[config.mk]
export PLATFORM = sky130hd
export DESIGN_NAME = id_ex_stage
export DESIGN_NICKNAME = d
export VERILOG_FILES = /design/src/rtl/mips_pkg.sv /design/src/rtl/hazard_unit.sv /design/src/rtl/id_ex_stage.sv
export SDC_FILE = /design/constraint.sdc
export NUM_CORES = 1
export LEC_CHECK = 0
export BUFFER_PORTS_ARGS = -buffer_cell sky130_fd_sc_hd__buf_2
export CAP_MARGIN = 20
export CELL_PAD_IN_SITES_DETAIL_PLACEMENT = 0
export CELL_PAD_IN_SITES_GLOBAL_PLACEMENT = 1
export CORE_UTILIZATION = 32
export DETAILED_ROUTE_END_ITERATION = 6
export GPL_TIMING_DRIVEN = 1
export HOLD_SLACK_MARGIN = 0.12
export PLACE_DENSITY = 0.95
export SLEW_MARGIN = 20
export SYNTH_ARGS = -nofsm -noshare
export SYNTH_HDL_FRONTEND = slang
export SYNTH_SLANG_ARGS = --single-unit
export TNS_END_PERCENT = 20
[constraint.sdc]
create_clock -name Clk -period 3.9 [get_ports Clk]
set_input_delay 0.195 -clock Clk [delete_from_list [all_inputs] [get_ports Clk]]
set_output_delay 0.195 -clock Clk [all_outputs]
set_load 0.02 [all_outputs]
[src/rtl/mips_pkg.sv]
// Shared MIPS decode definitions: opcode constants, instruction field positions, decode record.
// Latency: none (package only).
// Backpressure: not applicable.
package mips_pkg;

    // Opcodes handled by the decode stage
    localparam logic [5:0] OP_RTYPE = 6'h00;
    localparam logic [5:0] OP_J     = 6'h02;
    localparam logic [5:0] OP_BEQ   = 6'h04;
    localparam logic [5:0] OP_ADDI  = 6'h08;
    localparam logic [5:0] OP_SLTI  = 6'h0A;
    localparam logic [5:0] OP_ANDI  = 6'h0C;
    localparam logic [5:0] OP_ORI   = 6'h0D;
    localparam logic [5:0] OP_LW    = 6'h23;
    localparam logic [5:0] OP_SW    = 6'h2B;

    // Instruction field positions
    localparam int OPC_MSB = 31;
    localparam int OPC_LSB = 26;
    localparam int RS_MSB  = 25;
    localparam int RS_LSB  = 21;
    localparam int RT_MSB  = 20;
    localparam int RT_LSB  = 16;
    localparam int RD_MSB  = 15;
    localparam int RD_LSB  = 11;
    localparam int SH_MSB  = 10;
    localparam int SH_LSB  = 6;
    localparam int FN_MSB  = 5;
    localparam int FN_LSB  = 0;
    localparam int IMM_MSB = 15;
    localparam int IMM_LSB = 0;

    // Control produced by decode; wreg is 0 for anything that does not write
    typedef struct packed {
        logic [4:0] wreg;
        logic       wen;
        logic       mem_read;
        logic       mem_write;
        logic       rs_used;
        logic       rt_used;
    } decode_t;

    function automatic decode_t decode(input logic [5:0] op, input logic [4:0] rt, input logic [4:0] rd);
        decode_t d;
        d = '0;
        d.rs_used = 1'b1;
        case (op)
            OP_RTYPE: begin
                d.wreg    = rd;
                d.rt_used = 1'b1;
            end
            OP_LW: begin
                d.wreg     = rt;
                d.mem_read = 1'b1;
            end
            OP_SW: begin
                d.mem_write = 1'b1;
                d.rt_used   = 1'b1;
            end
            OP_ADDI, OP_SLTI, OP_ANDI, OP_ORI: d.wreg = rt;
            OP_BEQ:  d.rt_used = 1'b1;
            OP_J:    d.rs_used = 1'b0;     // rs bits are part of the jump target
            default: ;
        endcase
        // Register 0 is never a real destination
        d.wen = (d.wreg != 5'd0);
        return d;
    endfunction

endpackage

[src/rtl/hazard_unit.sv]
// Hazard detection for the ID/EX boundary; ID_EX_FORWARD_EN selects load-use-only stalls.
// Latency: combinational.
// Backpressure: stall holds PC and IF/ID; flush or an invalid slot always releases it.
import mips_pkg::*;

module hazard_unit #(
    parameter int REG_AW = 5
) (
    input  logic              id_valid,
    input  logic              flush,
    input  logic [REG_AW-1:0] rs,
    input  logic [REG_AW-1:0] rt,
    input  logic              rs_used,
    input  logic              rt_used,
    input  logic              ex_valid,
    input  logic              ex_wen,
    input  logic              ex_mem_read,
    input  logic [REG_AW-1:0] ex_wreg,
    input  logic              mem_wen,
    input  logic [REG_AW-1:0] mem_wreg,
    output logic              stall
);

    logic rs_live;
    logic rt_live;
    logic hazard;

    // Register 0 is never a true source, so it can never create a hazard
    assign rs_live = rs_used && (rs != '0);
    assign rt_live = rt_used && (rt != '0);

`ifdef ID_EX_FORWARD_EN
    logic unused_mem;
    assign unused_mem = &{1'b0, mem_wen, mem_wreg};

    // Only a load in EX is unresolvable: its data appears one stage too late
    always_comb begin
        hazard = ex_valid && ex_mem_read && ex_wen &&
                 ((rs_live && (rs == ex_wreg)) || (rt_live && (rt == ex_wreg)));
    end
`else
    // Without bypass any in-flight write to a source must drain to the register file
    always_comb begin
        hazard = 1'b0;
        if (ex_valid && ex_wen &&
            ((rs_live && (rs == ex_wreg)) || (rt_live && (rt == ex_wreg))))
            hazard = 1'b1;
        if (ex_valid && ex_mem_read && ex_wen &&
            ((rs_live && (rs == ex_wreg)) || (rt_live && (rt == ex_wreg))))
            hazard = 1'b1;
        if (mem_wen &&
            ((rs_live && (rs == mem_wreg)) || (rt_live && (rt == mem_wreg))))
            hazard = 1'b1;
    end
`endif

    assign stall = id_valid && !flush && hazard;

endmodule

[src/rtl/id_ex_stage.sv]
// ID/EX stage: decode, operand select (MEM bypass when ID_EX_FORWARD_EN is defined), EX pipeline registers.
// Latency: one cycle from id_instr to ex_* outputs.
// Backpressure: id_stall holds IF/ID and a bubble enters EX; flush kills the entering instruction.
import mips_pkg::*;

module id_ex_stage #(
    parameter int DATA_W = 32,
    parameter int REG_AW = 5
) (
    input  logic              Clk,
    input  logic              Rst,
    input  logic              id_valid,
    input  logic [31:0]       id_instr,
    input  logic              flush,
    output logic [REG_AW-1:0] rf_read1,
    output logic [REG_AW-1:0] rf_read2,
    input  logic [DATA_W-1:0] rf_data1,
    input  logic [DATA_W-1:0] rf_data2,
    input  logic [REG_AW-1:0] mem_wreg,
    input  logic              mem_wen,
    input  logic [DATA_W-1:0] mem_result,
    output logic              id_stall,
    output logic              ex_valid,
    output logic [DATA_W-1:0] ex_op1,
    output logic [DATA_W-1:0] ex_op2,
    output logic [DATA_W-1:0] ex_imm,
    output logic [5:0]        ex_opcode,
    output logic [5:0]        ex_funct,
    output logic [4:0]        ex_shamt,
    output logic [REG_AW-1:0] ex_wreg,
    output logic              ex_wen,
    output logic              ex_mem_read,
    output logic              ex_mem_write
);

    logic [5:0]        opcode;
    logic [4:0]        rs;
    logic [4:0]        rt;
    logic [4:0]        rd;
    logic [4:0]        shamt;
    logic [5:0]        funct;
    logic [15:0]       imm16;
    decode_t           dec;
    logic [DATA_W-1:0] op1;
    logic [DATA_W-1:0] op2;
    logic              bubble;

    assign opcode = id_instr[OPC_MSB:OPC_LSB];
    assign rs     = id_instr[RS_MSB:RS_LSB];
    assign rt     = id_instr[RT_MSB:RT_LSB];
    assign rd     = id_instr[RD_MSB:RD_LSB];
    assign shamt  = id_instr[SH_MSB:SH_LSB];
    assign funct  = id_instr[FN_MSB:FN_LSB];
    assign imm16  = id_instr[IMM_MSB:IMM_LSB];
    assign dec    = decode(opcode, rt, rd);

    assign rf_read1 = rs;
    assign rf_read2 = rt;

    hazard_unit #(.REG_AW(REG_AW)) u_hazard (
        .id_valid    (id_valid),
        .flush       (flush),
        .rs          (rs),
        .rt          (rt),
        .rs_used     (dec.rs_used),
        .rt_used     (dec.rt_used),
        .ex_valid    (ex_valid),
        .ex_wen      (ex_wen),
        .ex_mem_read (ex_mem_read),
        .ex_wreg     (ex_wreg),
        .mem_wen     (mem_wen),
        .mem_wreg    (mem_wreg),
        .stall       (id_stall)
    );

`ifndef ID_EX_FORWARD_EN
    logic unused_fwd;
    assign unused_fwd = &{1'b0, mem_result};
`endif

    // Operand select; WB needs no bypass since the register file writes on the falling edge
    always_comb begin
        op1 = rf_data1;
        op2 = rf_data2;
`ifdef ID_EX_FORWARD_EN
        if (mem_wen && dec.rs_used && (rs != 5'd0) && (mem_wreg == rs))
            op1 = mem_result;
        if (mem_wen && dec.rt_used && (rt != 5'd0) && (mem_wreg == rt))
            op2 = mem_result;
`endif
    end

    assign bubble = !id_valid || flush || id_stall;

    // EX pipeline register; bubbles load all-zero so idle slots stay deterministic
    always_ff @(posedge Clk or negedge Rst) begin
        if (!Rst) begin
            ex_valid     <= 1'b0;
            ex_op1       <= '0;
            ex_op2       <= '0;
            ex_imm       <= '0;
            ex_opcode    <= '0;
            ex_funct     <= '0;
            ex_shamt     <= '0;
            ex_wreg      <= '0;
            ex_wen       <= 1'b0;
            ex_mem_read  <= 1'b0;
            ex_mem_write <= 1'b0;
        end else if (bubble) begin
            ex_valid     <= 1'b0;
            ex_op1       <= '0;
            ex_op2       <= '0;
            ex_imm       <= '0;
            ex_opcode    <= '0;
            ex_funct     <= '0;
            ex_shamt     <= '0;
            ex_wreg      <= '0;
            ex_wen       <= 1'b0;
            ex_mem_read  <= 1'b0;
            ex_mem_write <= 1'b0;
        end else begin
            ex_valid     <= 1'b1;
            ex_op1       <= op1;
            ex_op2       <= op2;
            ex_imm       <= {{(DATA_W-16){imm16[15]}}, imm16};
            ex_opcode    <= opcode;
            ex_funct     <= funct;
            ex_shamt     <= shamt;
            ex_wreg      <= dec.wreg;
            ex_wen       <= dec.wen;
            ex_mem_read  <= dec.mem_read;
            ex_mem_write <= dec.mem_write;
        end
    end

endmodule

Word level (Yosys, flattened, before mapping) --
Cells that the tools add are included.
Word-level totals: register bits 122, input bits 138
Operators by class: equality and inequality tests 12, mux-type cells 19, reductions and logical operators 26
Operator list (count):
- 32-bit two-way mux | 3
- 6-bit by 4-bit equality test with 1-bit output, second input constant | 4
- 5-bit equality test | 4
- 5-bit nonzero test | 3
- 1-bit logical AND | 14
- 6-bit equality test, second input constant | 2
- 6-bit two-way mux | 2
- 1-bit two-way mux | 11
- 5-bit two-way mux | 2
- 5-bit case mux with 2 select lines | 1
- 6-bit by 2-bit equality test with 1-bit output, second input constant | 1
- 6-bit by 3-bit equality test with 1-bit output, second input constant | 1
- 6-bit zero test | 1
- 5-bit OR reduction | 1
- 1-bit logical OR | 4
- 3-bit OR reduction | 1
- 1-bit zero test | 2

Longest topological paths before layout --
Gate-level depths: netlist of run 1.
word-level depth 13, mapped depth 7, gate-level depth less buffers 5

By module --
From an unflattened synthesis of run 1, not the netlist that was laid out.
Second synthesis, totals: cell total of the unflattened synthesis 292, area, all modules 3732.3 um^2
Modules (own cells, without submodules):
- id_ex_stage | instances 1, cells each 256, area an instance 3463.3 um^2, seq. area each 2377.3 um^2
- hazard_unit | instances 1, cells each 36, area an instance 269.0 um^2, seq. area each 0.0 um^2

Least setup slack after synthesis of run 1 --
No wires, ideal clock.
path kind reg-to-output, start register ex_wreg[2], end output port id_stall, arrival 1.698 ns, required time 3.705 ns, slack 2.007 ns, cell stages (with the launch flop) 7, path through dfrtp_1 > xor2_1 > nor4_1 > a32o_1 > a22oi_4 > clkbuf_2 > nor2_1
Between the ends: longest elaborated chain between the ends 8, elaborated cells on any way between the ends 11
RTL lines:
- from (decl) | line id_ex_stage.sv:30 | output logic [REG_AW-1:0] ex_wreg,
- from (signal assigned) | line id_ex_stage.sv:129 | ex_wreg <= dec.wreg;
- 5-bit equality test | line hazard_unit.sv:46, hazard_unit.sv:49
- 1-bit logical AND | line hazard_unit.sv:46, hazard_unit.sv:49
- 1-bit logical OR * | line hazard_unit.sv:46, hazard_unit.sv:49
- 1-bit logical AND | line hazard_unit.sv:45 | if (ex_valid && ex_wen &&
- 1-bit two-way mux | line hazard_unit.sv:45
- 1-bit two-way mux * | line hazard_unit.sv:48 | if (ex_valid && ex_mem_read && ex_wen &&
- 1-bit two-way mux * | line hazard_unit.sv:51 | if (mem_wen &&
- 1-bit logical AND * | line hazard_unit.sv:57 | assign stall = id_valid && !flush && hazard;
- to (decl) | line id_ex_stage.sv:22 | output logic id_stall,
Every way passes the cells marked *; elsewhere a longest branch is shown, timed or not.

Final worst setup path of run 1 --
start register ex_wreg[3], end output port id_stall
Same word-level chain as after synthesis.

==> flow_results.xml, run 1 <==
<?xml version="1.0" encoding="UTF-8"?>
<metrics>
  <group name="run_status">
    <metric name="status" unit="">finished, violations left</metric>
    <metric name="violations" unit="">design-rule violations</metric>
  </group>
  <group name="pwr">
    <metric name="power.switching_fraction" unit="%">25.1</metric>
    <metric name="clock_power_share" unit="%">40.9</metric>
    <metric name="power.switching" unit="W">0.000584</metric>
    <metric name="power_density" unit="mW/mm^2">395</metric>
    <metric name="comb_power_share" unit="%">14.7</metric>
    <metric name="power.leakage" unit="nW">3.53</metric>
    <metric name="seqPwrFrac" unit="%">44.4</metric>
    <metric name="power.ir.vdd_worst" unit="uV">221</metric>
    <metric name="internal_power" unit="W">0.00175</metric>
  </group>
  <group name="clock_network">
    <metric name="clk_pin_slew" unit="ns">0.07</metric>
    <metric name="worstSkewPairLatency" unit="ns">0.33</metric>
    <metric name="cts_max_level" unit="">3</metric>
    <metric name="cts_setup_buffers" unit="">0</metric>
    <metric name="clockBufferDepth" unit="">2</metric>
    <metric name="tritoncts" unit="">yes</metric>
    <metric name="cts-root-buf" unit="">sky130_fd_sc_hd__clkbuf_16</metric>
    <metric name="cts_repair_resize_count" unit="">0</metric>
    <metric name="clk_sink_count" unit="">95</metric>
    <metric name="cts_inserted_buffers" unit="">9</metric>
  </group>
  <group name="route">
    <metric name="routed.top_layer" unit="">met4</metric>
    <metric name="drt-initial-drc-count" unit="">236</metric>
    <metric name="met2RoutedLength" unit="um">5940</metric>
    <metric name="route.vias.total" unit="">3397</metric>
    <metric name="via_per_inst" unit="">4.67</metric>
    <metric name="drtPass1Iterations" unit="">7</metric>
    <metric name="detail_route.wl_per_cell" unit="um">15.5</metric>
    <metric name="drc" unit="">36</metric>
    <metric name="postRouteAntennaNets" unit="">0</metric>
    <metric name="wl_met1" unit="um">4240</metric>
    <metric name="drt_wl_total" unit="um">11300</metric>
    <metric name="wl_met3" unit="um">748</metric>
  </group>
  <group name="critical_path">
    <metric name="crit_type" unit="">flip-flop to output port</metric>
    <metric name="reg2reg_setup_slack" unit="ns">1.70</metric>
    <metric name="critical_path_peak_fanout" unit="">31</metric>
    <metric name="crit_path_top_delay_cell" unit="">sky130_fd_sc_hd__a22oi_4</metric>
    <metric name="rr_endpoint" unit="">ex_op2[25]</metric>
    <metric name="setup.worst_path.end_class" unit="">output port</metric>
    <metric name="critical_path.cell_chain" unit="">xor2_1 -&gt; nor4_1 -&gt; a32o_1 -&gt; a22oi_4 -&gt; buf_4 -&gt; nor2_1 -&gt; buf_2</metric>
    <metric name="critPathLaunchType" unit="">flip-flop</metric>
    <metric name="reg2regPathDepth" unit="">6</metric>
    <metric name="timing.critical_path.slowest_cell_delay" unit="ns">0.56</metric>
    <metric name="timing.rr.start" unit="">ex_wreg[3]</metric>
    <metric name="cp_data_required_time" unit="ns">3.70</metric>
    <metric name="critical_path_arrival" unit="ns">2.49</metric>
  </group>
  <group name="floorplan">
    <metric name="fp.dieW" unit="um">111</metric>
    <metric name="starting_density_of_the_core" unit="%">33.1</metric>
    <metric name="floorplan.die_area" unit="sq mm">0.0124</metric>
    <metric name="std_cell_rows" unit="">39</metric>
    <metric name="placeableCoreArea" unit="sq mm">0.0115</metric>
    <metric name="floorplan.io_pins" unit="">271</metric>
    <metric name="die_height" unit="um">111</metric>
  </group>
  <group name="finish">
    <metric name="design.final.nets" unit="">717</metric>
    <metric name="antenna-diode-count" unit="">0</metric>
    <metric name="ratio_of_cells_with_drive_above_1_in_the_final_layout" unit="%">45.0</metric>
    <metric name="synthToLayoutAreaGrowth" unit="%">54.8</metric>
  </group>
  <group name="sta">
    <metric name="timing.final.max_slew_violations" unit="">0</metric>
    <metric name="final_setup_skew" unit="ns">0.00447</metric>
    <metric name="slew_headroom" unit="%">44.6</metric>
    <metric name="fin_ws" unit="ns">1.22</metric>
    <metric name="fin_crit" unit="ns">2.68</metric>
    <metric name="max_clk_rate" unit="MHz">373</metric>
    <metric name="final.period_utilization" unit="%">68.8</metric>
    <metric name="unrepaired_setup_endpoints_after_global_routing" unit="">no</metric>
    <metric name="setup_viol_count_final" unit="">0</metric>
    <metric name="finalSetupTns" unit="ns">0</metric>
    <metric name="count_of_endpoints_failing_hold_in_the_final_timing_report" unit="">0</metric>
    <metric name="worst_margin_pin_slew" unit="ns">0.831</metric>
  </group>
  <group name="yosys">
    <metric name="part_of_the_yosys_area_used_for_sequential_elements" unit="%">62.3</metric>
    <metric name="post_synthesis_cell_type_with_the_largest_combined_area" unit="">sky130_fd_sc_hd__dfrtp_1</metric>
    <metric name="synth_area_leaders" unit="">sky130_fd_sc_hd__dfrtp_1 (62%), sky130_fd_sc_hd__and3_1 (14%), sky130_fd_sc_hd__buf_4 (7.3%)</metric>
    <metric name="synth_top_area_share" unit="%">62.3</metric>
    <metric name="simple_gate_share_of_the_synthesized_area" unit="%">19.3</metric>
    <metric name="synth.net_count" unit="">447</metric>
    <metric name="synth_compound_area_share" unit="%">3.31</metric>
    <metric name="ys_ff_latch" unit="">95</metric>
    <metric name="synth.distinct_cells" unit="">32</metric>
    <metric name="synthXorXnorAreaFrac" unit="%">4.59</metric>
    <metric name="synth_top_cells_by_count" unit="">sky130_fd_sc_hd__dfrtp_1 (95), sky130_fd_sc_hd__and3_1 (86), sky130_fd_sc_hd__buf_4 (37)</metric>
    <metric name="synthesis.area" unit="sq mm">0.00381</metric>
    <metric name="synth_adder_area_share" unit="%">0</metric>
    <metric name="avgSynthCellArea" unit="sq um">12.3</metric>
    <metric name="ys_warn_count" unit="">0</metric>
    <metric name="gate_count_after_technology_mapping" unit="">309</metric>
    <metric name="synth-edff-count" unit="">0</metric>
    <metric name="synth_most_common_cell" unit="">sky130_fd_sc_hd__dfrtp_1</metric>
    <metric name="ys_async_sr_fraction" unit="%">100</metric>
    <metric name="synth-main-ff-cell" unit="">sky130_fd_sc_hd__dfrtp_1</metric>
    <metric name="largest_family_of_logic_cells_by_synthesized_area" unit="">simple AND/OR/NAND/NOR gates</metric>
    <metric name="synth.area.mux_share" unit="%">0.262</metric>
  </group>
  <group name="grt">
    <metric name="antenna_found_initial" unit="">0</metric>
    <metric name="grt_use_total" unit="%">18.6</metric>
    <metric name="wire_length_of_the_first_global_routing_pass" unit="um">17900</metric>
    <metric name="pin_count_of_the_biggest_net_entering_global_routing" unit="">87</metric>
    <metric name="first_global_vias" unit="">3558</metric>
    <metric name="globalRoute.totalOverflow" unit="">0</metric>
  </group>
  <group name="worst_hold_path">
    <metric name="worstHoldPathType" unit="">primary input to flip-flop</metric>
    <metric name="min_to" unit="">ex_imm[11]</metric>
    <metric name="worst_hold_path.num_cells" unit="">2</metric>
    <metric name="hold_start" unit="">id_instr[11]</metric>
  </group>
  <group name="placed_design">
    <metric name="place_worst_setup_slack" unit="ns">1.41</metric>
    <metric name="place.port_buffers" unit="">238</metric>
    <metric name="finalWeightedCongestion" unit="">0.846</metric>
    <metric name="place_hpwl" unit="um">7170</metric>
  </group>
  <group name="flow_run">
    <metric name="drv.max_cap_violation_count" unit="">0</metric>
  </group>
</metrics>
-- power by group through the flow --
| stage | combinational, W | sequential (W) | clock [W] |
|---|---|---|---|
| global placement | 0.000277 | 0.00105 | 0 |
| detailed placement | 0.000283 | 0.00105 | 0 |
| floorplan | 0.000107 | 0.00110 | 0 |
| global route | 0.000368 | 0.00104 | 0.00102 |
| CTS | 0.000341 | 0.00103 | 0.000978 |
| finish | 0.000343 | 0.00103 | 0.000953 |
-- metal layers --
metal / vias to the layer above / global-route usage (%)
met4: 0 / 7.39
met2: 182 / 34.7
met3: 25 / 4.21
met1: 1623 / 20.2
li1: 1567 / -
met5: - / 0
-- layout by cell type, fill, tap and decap left out, drive strengths merged, types with 3 or more instances in the layout --
| cell | Yosys | final |
|---|---|---|
| a21oi | 3 | 3 |
| nor3 | 7 | 7 |
| or4 | 3 | 3 |
| a22oi | 6 | 6 |
| and3 | 86 | 86 |
| dfrtp | 95 | 95 |
| nor2 | 8 | 8 |
| nor4 | 5 | 5 |
| buf | 43 | 242 |
| nand2 | 3 | 3 |
| or3 | 3 | 3 |
| clkbuf | 14 | 9 |
| dlygate4sd3 | 0 | 74 |
| xor2 | 18 | 18 |
-- how the worst max path moves through the flow --
stage	from	end	depth (start not counted)	slack [ns]
2_1_floorplan	ex_wreg[2]	id_stall	6	2.01
3_3_place_gp	id_instr[22]	id_stall	8	1.49
3_5_place_dp	id_instr[22]	id_stall	8	1.41
4_1_cts	ex_wreg[3]	id_stall	7	1.17
5_1_grt	ex_wreg[2]	id_stall	7	1.02
6_report	ex_wreg[3]	id_stall	7	1.22
-- sequential cells by signal, summed over array words and instances, names as in the netlist --
| register | flops |
|---|---|
| ex_wen | 1 |
| ex_wreg | 5 |
| ex_op2 | 32 |
| ex_valid | 1 |
| ex_mem_read | 1 |
| ex_opcode | 6 |
| ex_mem_write | 1 |
| ex_imm | 7 |
| ex_shamt | 4 |
| ex_funct | 5 |
| ex_op1 | 32 |
-- cells by family (layout without fill, tap and decap cells) --
group / Yosys count / in the layout
AOI/OAI and AO/OA: 15 / 15
xor gates and xnor gates: 20 / 20
buffers and inverters: 57 / 332
DFF: 95 / 95
muxes: 1 / 1
and+or+nand+nor: 121 / 121
-- stage by stage --
| stage | utilization [%] | total power, W | area (sq um) | std cells | hold WS [ns] |
|---|---|---|---|---|---|
| after global routing | 51.3 | 0.00242 | 5900 | 727 | 0.133 |
| after global placement | 42.0 | 0.00133 | 4830 | 637 | 0.325 |
| after detailed placement | 42.0 | 0.00133 | 4830 | 637 | 0.349 |
| final | 51.3 | 0.00233 | 5900 | 727 | 0.136 |
| after CTS | 51.3 | 0.00235 | 5900 | 727 | 0.122 |
| after floorplan | - | 0.00121 | 3810 | 309 | -0.101 |
-- final cells by class --
cell class | count | area [sq um]
Multi-Input combinational cell | 157 | 1050
Timing Repair Buffer | 316 | 1960
Clock inverter | 7 | 104
Fill cell | 974 | 5610
Clock buffer | 9 | 225
Tap cell | 143 | 179
Sequential cell | 95 | 2380
-- worst max-delay path, delay by kind of cell (launching register included) --
family | cells | cell delay [ns]
and+or+nand+nor | 2 | 0.15
AOI/OAI and AO/OA | 2 | 0.82
xor gates and xnor gates | 1 | 0.19
DFF | 1 | 0.42
buffers and inverters | 2 | 0.56
-- what timing repair did --
item                                    in CTS  in global routing
endpoints found under the hold margin      139                  0
hold buffers                                74                  0
endpoints found under the setup margin       0                  0
Power figures use the tool's default switching activity.
==> run 2, diff against run 1 <==
- CORE_UTILIZATION: 32 -> 27
- PLACE_DENSITY: 0.95 -> 0.86
- clock period: 3.9 -> 2.2 ns (I/O delays scaled with it)
==> flow_results.xml, run 2 (same netlist as run 1, synthesis figures left out) <==
<?xml version="1.0" encoding="UTF-8"?>
<metrics>
  <group name="floorplan">
    <metric name="die_height" unit="um">121</metric>
    <metric name="std_cell_rows" unit="">43</metric>
    <metric name="starting_density_of_the_core" unit="%">27.6</metric>
    <metric name="floorplan.die_area" unit="sq mm">0.0146</metric>
    <metric name="floorplan.io_pins" unit="">271</metric>
    <metric name="fp.dieW" unit="um">121</metric>
    <metric name="placeableCoreArea" unit="sq mm">0.0138</metric>
  </group>
  <group name="flow_run">
    <metric name="drv.max_cap_violation_count" unit="">0</metric>
  </group>
  <group name="critical_path">
    <metric name="crit_type" unit="">flip-flop to output port</metric>
    <metric name="cp_data_required_time" unit="ns">2.09</metric>
    <metric name="crit_path_top_delay_cell" unit="">sky130_fd_sc_hd__dfrtp_1</metric>
    <metric name="critPathLaunchType" unit="">flip-flop</metric>
    <metric name="critical_path.cell_chain" unit="">xor2_1 -&gt; nor4_1 -&gt; a32o_2 -&gt; a22oi_4 -&gt; nor2_1 -&gt; buf_2</metric>
    <metric name="critical_path_arrival" unit="ns">1.98</metric>
    <metric name="setup.worst_path.end_class" unit="">output port</metric>
    <metric name="critical_path_peak_fanout" unit="">10</metric>
    <metric name="reg2regPathDepth" unit="">6</metric>
    <metric name="timing.critical_path.slowest_cell_delay" unit="ns">0.42</metric>
  </group>
  <group name="route">
    <metric name="drt-initial-drc-count" unit="">149</metric>
    <metric name="drc" unit="">0</metric>
    <metric name="drt_wl_total" unit="um">12300</metric>
    <metric name="route.vias.total" unit="">3515</metric>
    <metric name="drtPass1Iterations" unit="">4</metric>
    <metric name="detail_route.wl_per_cell" unit="um">15.6</metric>
    <metric name="via_per_inst" unit="">4.47</metric>
    <metric name="postRouteAntennaNets" unit="">0</metric>
  </group>
  <group name="grt">
    <metric name="antenna_found_initial" unit="">0</metric>
    <metric name="wire_length_of_the_first_global_routing_pass" unit="um">18100</metric>
    <metric name="grt_use_total" unit="%">16.4</metric>
    <metric name="globalRoute.totalOverflow" unit="">0</metric>
    <metric name="pin_count_of_the_biggest_net_entering_global_routing" unit="">72</metric>
    <metric name="first_global_vias" unit="">3564</metric>
  </group>
  <group name="placed_design">
    <metric name="place_hpwl" unit="um">7980</metric>
    <metric name="finalWeightedCongestion" unit="">0.861</metric>
    <metric name="place.port_buffers" unit="">238</metric>
    <metric name="place_worst_setup_slack" unit="ns">-0.0381</metric>
  </group>
  <group name="sta">
    <metric name="fin_ws" unit="ns">0.110</metric>
    <metric name="final_setup_skew" unit="ns">0.00582</metric>
    <metric name="final.period_utilization" unit="%">95.0</metric>
    <metric name="timing.final.max_slew_violations" unit="">0</metric>
    <metric name="max_clk_rate" unit="MHz">478</metric>
    <metric name="setup_viol_count_final" unit="">0</metric>
    <metric name="finalSetupTns" unit="ns">0</metric>
    <metric name="unrepaired_setup_endpoints_after_global_routing" unit="">no</metric>
    <metric name="fin_crit" unit="ns">2.09</metric>
    <metric name="worst_margin_pin_slew" unit="ns">0.772</metric>
    <metric name="count_of_endpoints_failing_hold_in_the_final_timing_report" unit="">0</metric>
    <metric name="slew_headroom" unit="%">48.6</metric>
  </group>
  <group name="run_status">
    <metric name="status" unit="">complete, no violations</metric>
  </group>
  <group name="clock_network">
    <metric name="clockBufferDepth" unit="">2</metric>
    <metric name="worstSkewPairLatency" unit="ns">0.34</metric>
    <metric name="tritoncts" unit="">yes</metric>
    <metric name="cts_inserted_buffers" unit="">9</metric>
    <metric name="cts_max_level" unit="">3</metric>
    <metric name="clk_pin_slew" unit="ns">0.06</metric>
    <metric name="clk_sink_count" unit="">95</metric>
    <metric name="cts-root-buf" unit="">sky130_fd_sc_hd__clkbuf_16</metric>
  </group>
  <group name="worst_hold_path">
    <metric name="worst_hold_path.num_cells" unit="">4</metric>
    <metric name="worstHoldPathType" unit="">primary input to flip-flop</metric>
  </group>
  <group name="finish">
    <metric name="layout.cells.most_common_list" unit="">sky130_fd_sc_hd__buf_2 (237), sky130_fd_sc_hd__dfrtp_1 (95), sky130_fd_sc_hd__dlygate4sd3_1 (90), sky130_fd_sc_hd__and3_1 (86), sky130_fd_sc_hd__xor2_1 (18)</metric>
    <metric name="fillerInstances" unit="">1265</metric>
    <metric name="ratio_of_cells_with_drive_above_1_in_the_final_layout" unit="%">44.6</metric>
    <metric name="synthToLayoutAreaGrowth" unit="%">62.3</metric>
    <metric name="layout.cells.most_common" unit="">sky130_fd_sc_hd__buf_2</metric>
    <metric name="antenna-diode-count" unit="">0</metric>
    <metric name="reg_top3" unit="">ex_op1: 32 flops, ex_op2: 32 flops, ex_imm: 7 flops</metric>
    <metric name="design.final.nets" unit="">740</metric>
  </group>
  <group name="pwr">
    <metric name="finalPower" unit="W">0.00409</metric>
    <metric name="power.leakage" unit="nW">3.63</metric>
    <metric name="power.ir.vdd_worst" unit="uV">405</metric>
    <metric name="power_density" unit="mW/mm^2">660</metric>
  </group>
</metrics>
run 2: cell types whose count changed in the layout (fill, tap and decap cells not counted), sizes merged:
| cell | delta |
|---|---|
| a22oi | +2 |
| buf | +5 |
| bufinv | -1 |
| clkbuf | +2 |
| clkinv | -1 |
| dlygate4sd3 | +16 |
run 2: report_power, final:
part	total [W]	leakage (nW)	switching (W)	internal (W)
combinational	0.000644	2.20	0.000342	0.000303
sequential	0.00183	1.28	0.0000229	0.00181
clock	0.00161	0.144	0.000684	0.000925
run 2: final cells by class:
class	instances	area [sq um]	share of cell area, %
Clock buffer	11	243	3.92
Clock inverter	5	65.1	1.05
Multi-Input combinational cell	159	1080	17.5
Sequential cell	95	2380	38.4
Tap cell	180	225	3.64
Timing Repair Buffer	337	2200	35.5
run 2: final timing paths:
kind | slack (ns) | end | startpoint
max | 0.11 | id_stall | ex_wreg[4]
min | 0.16 | ex_wen | id_instr[30]
max reg2reg | 0.15 | ex_funct[1] | ex_wreg[1]
min reg2reg | 1.11 | ex_op1[11] | ex_wen
max in group asynchronous | 1.19 | ex_op2[1] | Rst
min in group asynchronous | 0.31 | ex_op1[8] | Rst
run 2: critical path, delay by kind of cell (launching register included):
family | cells | cell delay, ns
flip-flops | 1 | 0.42
buffers and inverters | 1 | 0.19
AND/OR/NAND/NOR | 2 | 0.49
XOR/XNOR | 1 | 0.16
AO/OA/AOI/OAI | 2 | 0.36
run 2: through the flow:
stage | util (%) | cells | area [sq um] | hold WS (ns)
5_1_grt | 44.8 | 787 | 6190 | 0.142
2_1_floorplan | - | 309 | 3810 | -0.186
3_3_place_gp | 35.7 | 677 | 4940 | 0.142
4_1_cts | 44.8 | 787 | 6190 | 0.132
3_5_place_dp | 35.7 | 677 | 4940 | 0.157
6_report | 44.8 | 787 | 6190 | 0.157
run 2: layer usage:
layer,up-vias,global-route usage (%),share of wire (%),wire length (um)
met5,-,0,0,0
met4,0,6.79,2.1,256
met3,22,3.38,5.5,681
met2,145,30.6,53,6530
met1,1726,18.0,39,4820
li1,1622,-,-,-
run 2: what timing repair did:
| action | 4_1_cts | 5_1_grt |
|---|---|---|
| setup buffers | 2 | 0 |
| endpoints found under the setup margin | 18 | 0 |
| endpoints found under the hold margin | 134 | 0 |
| hold buffers | 90 | 0 |
| resized for setup | 2 | 0 |
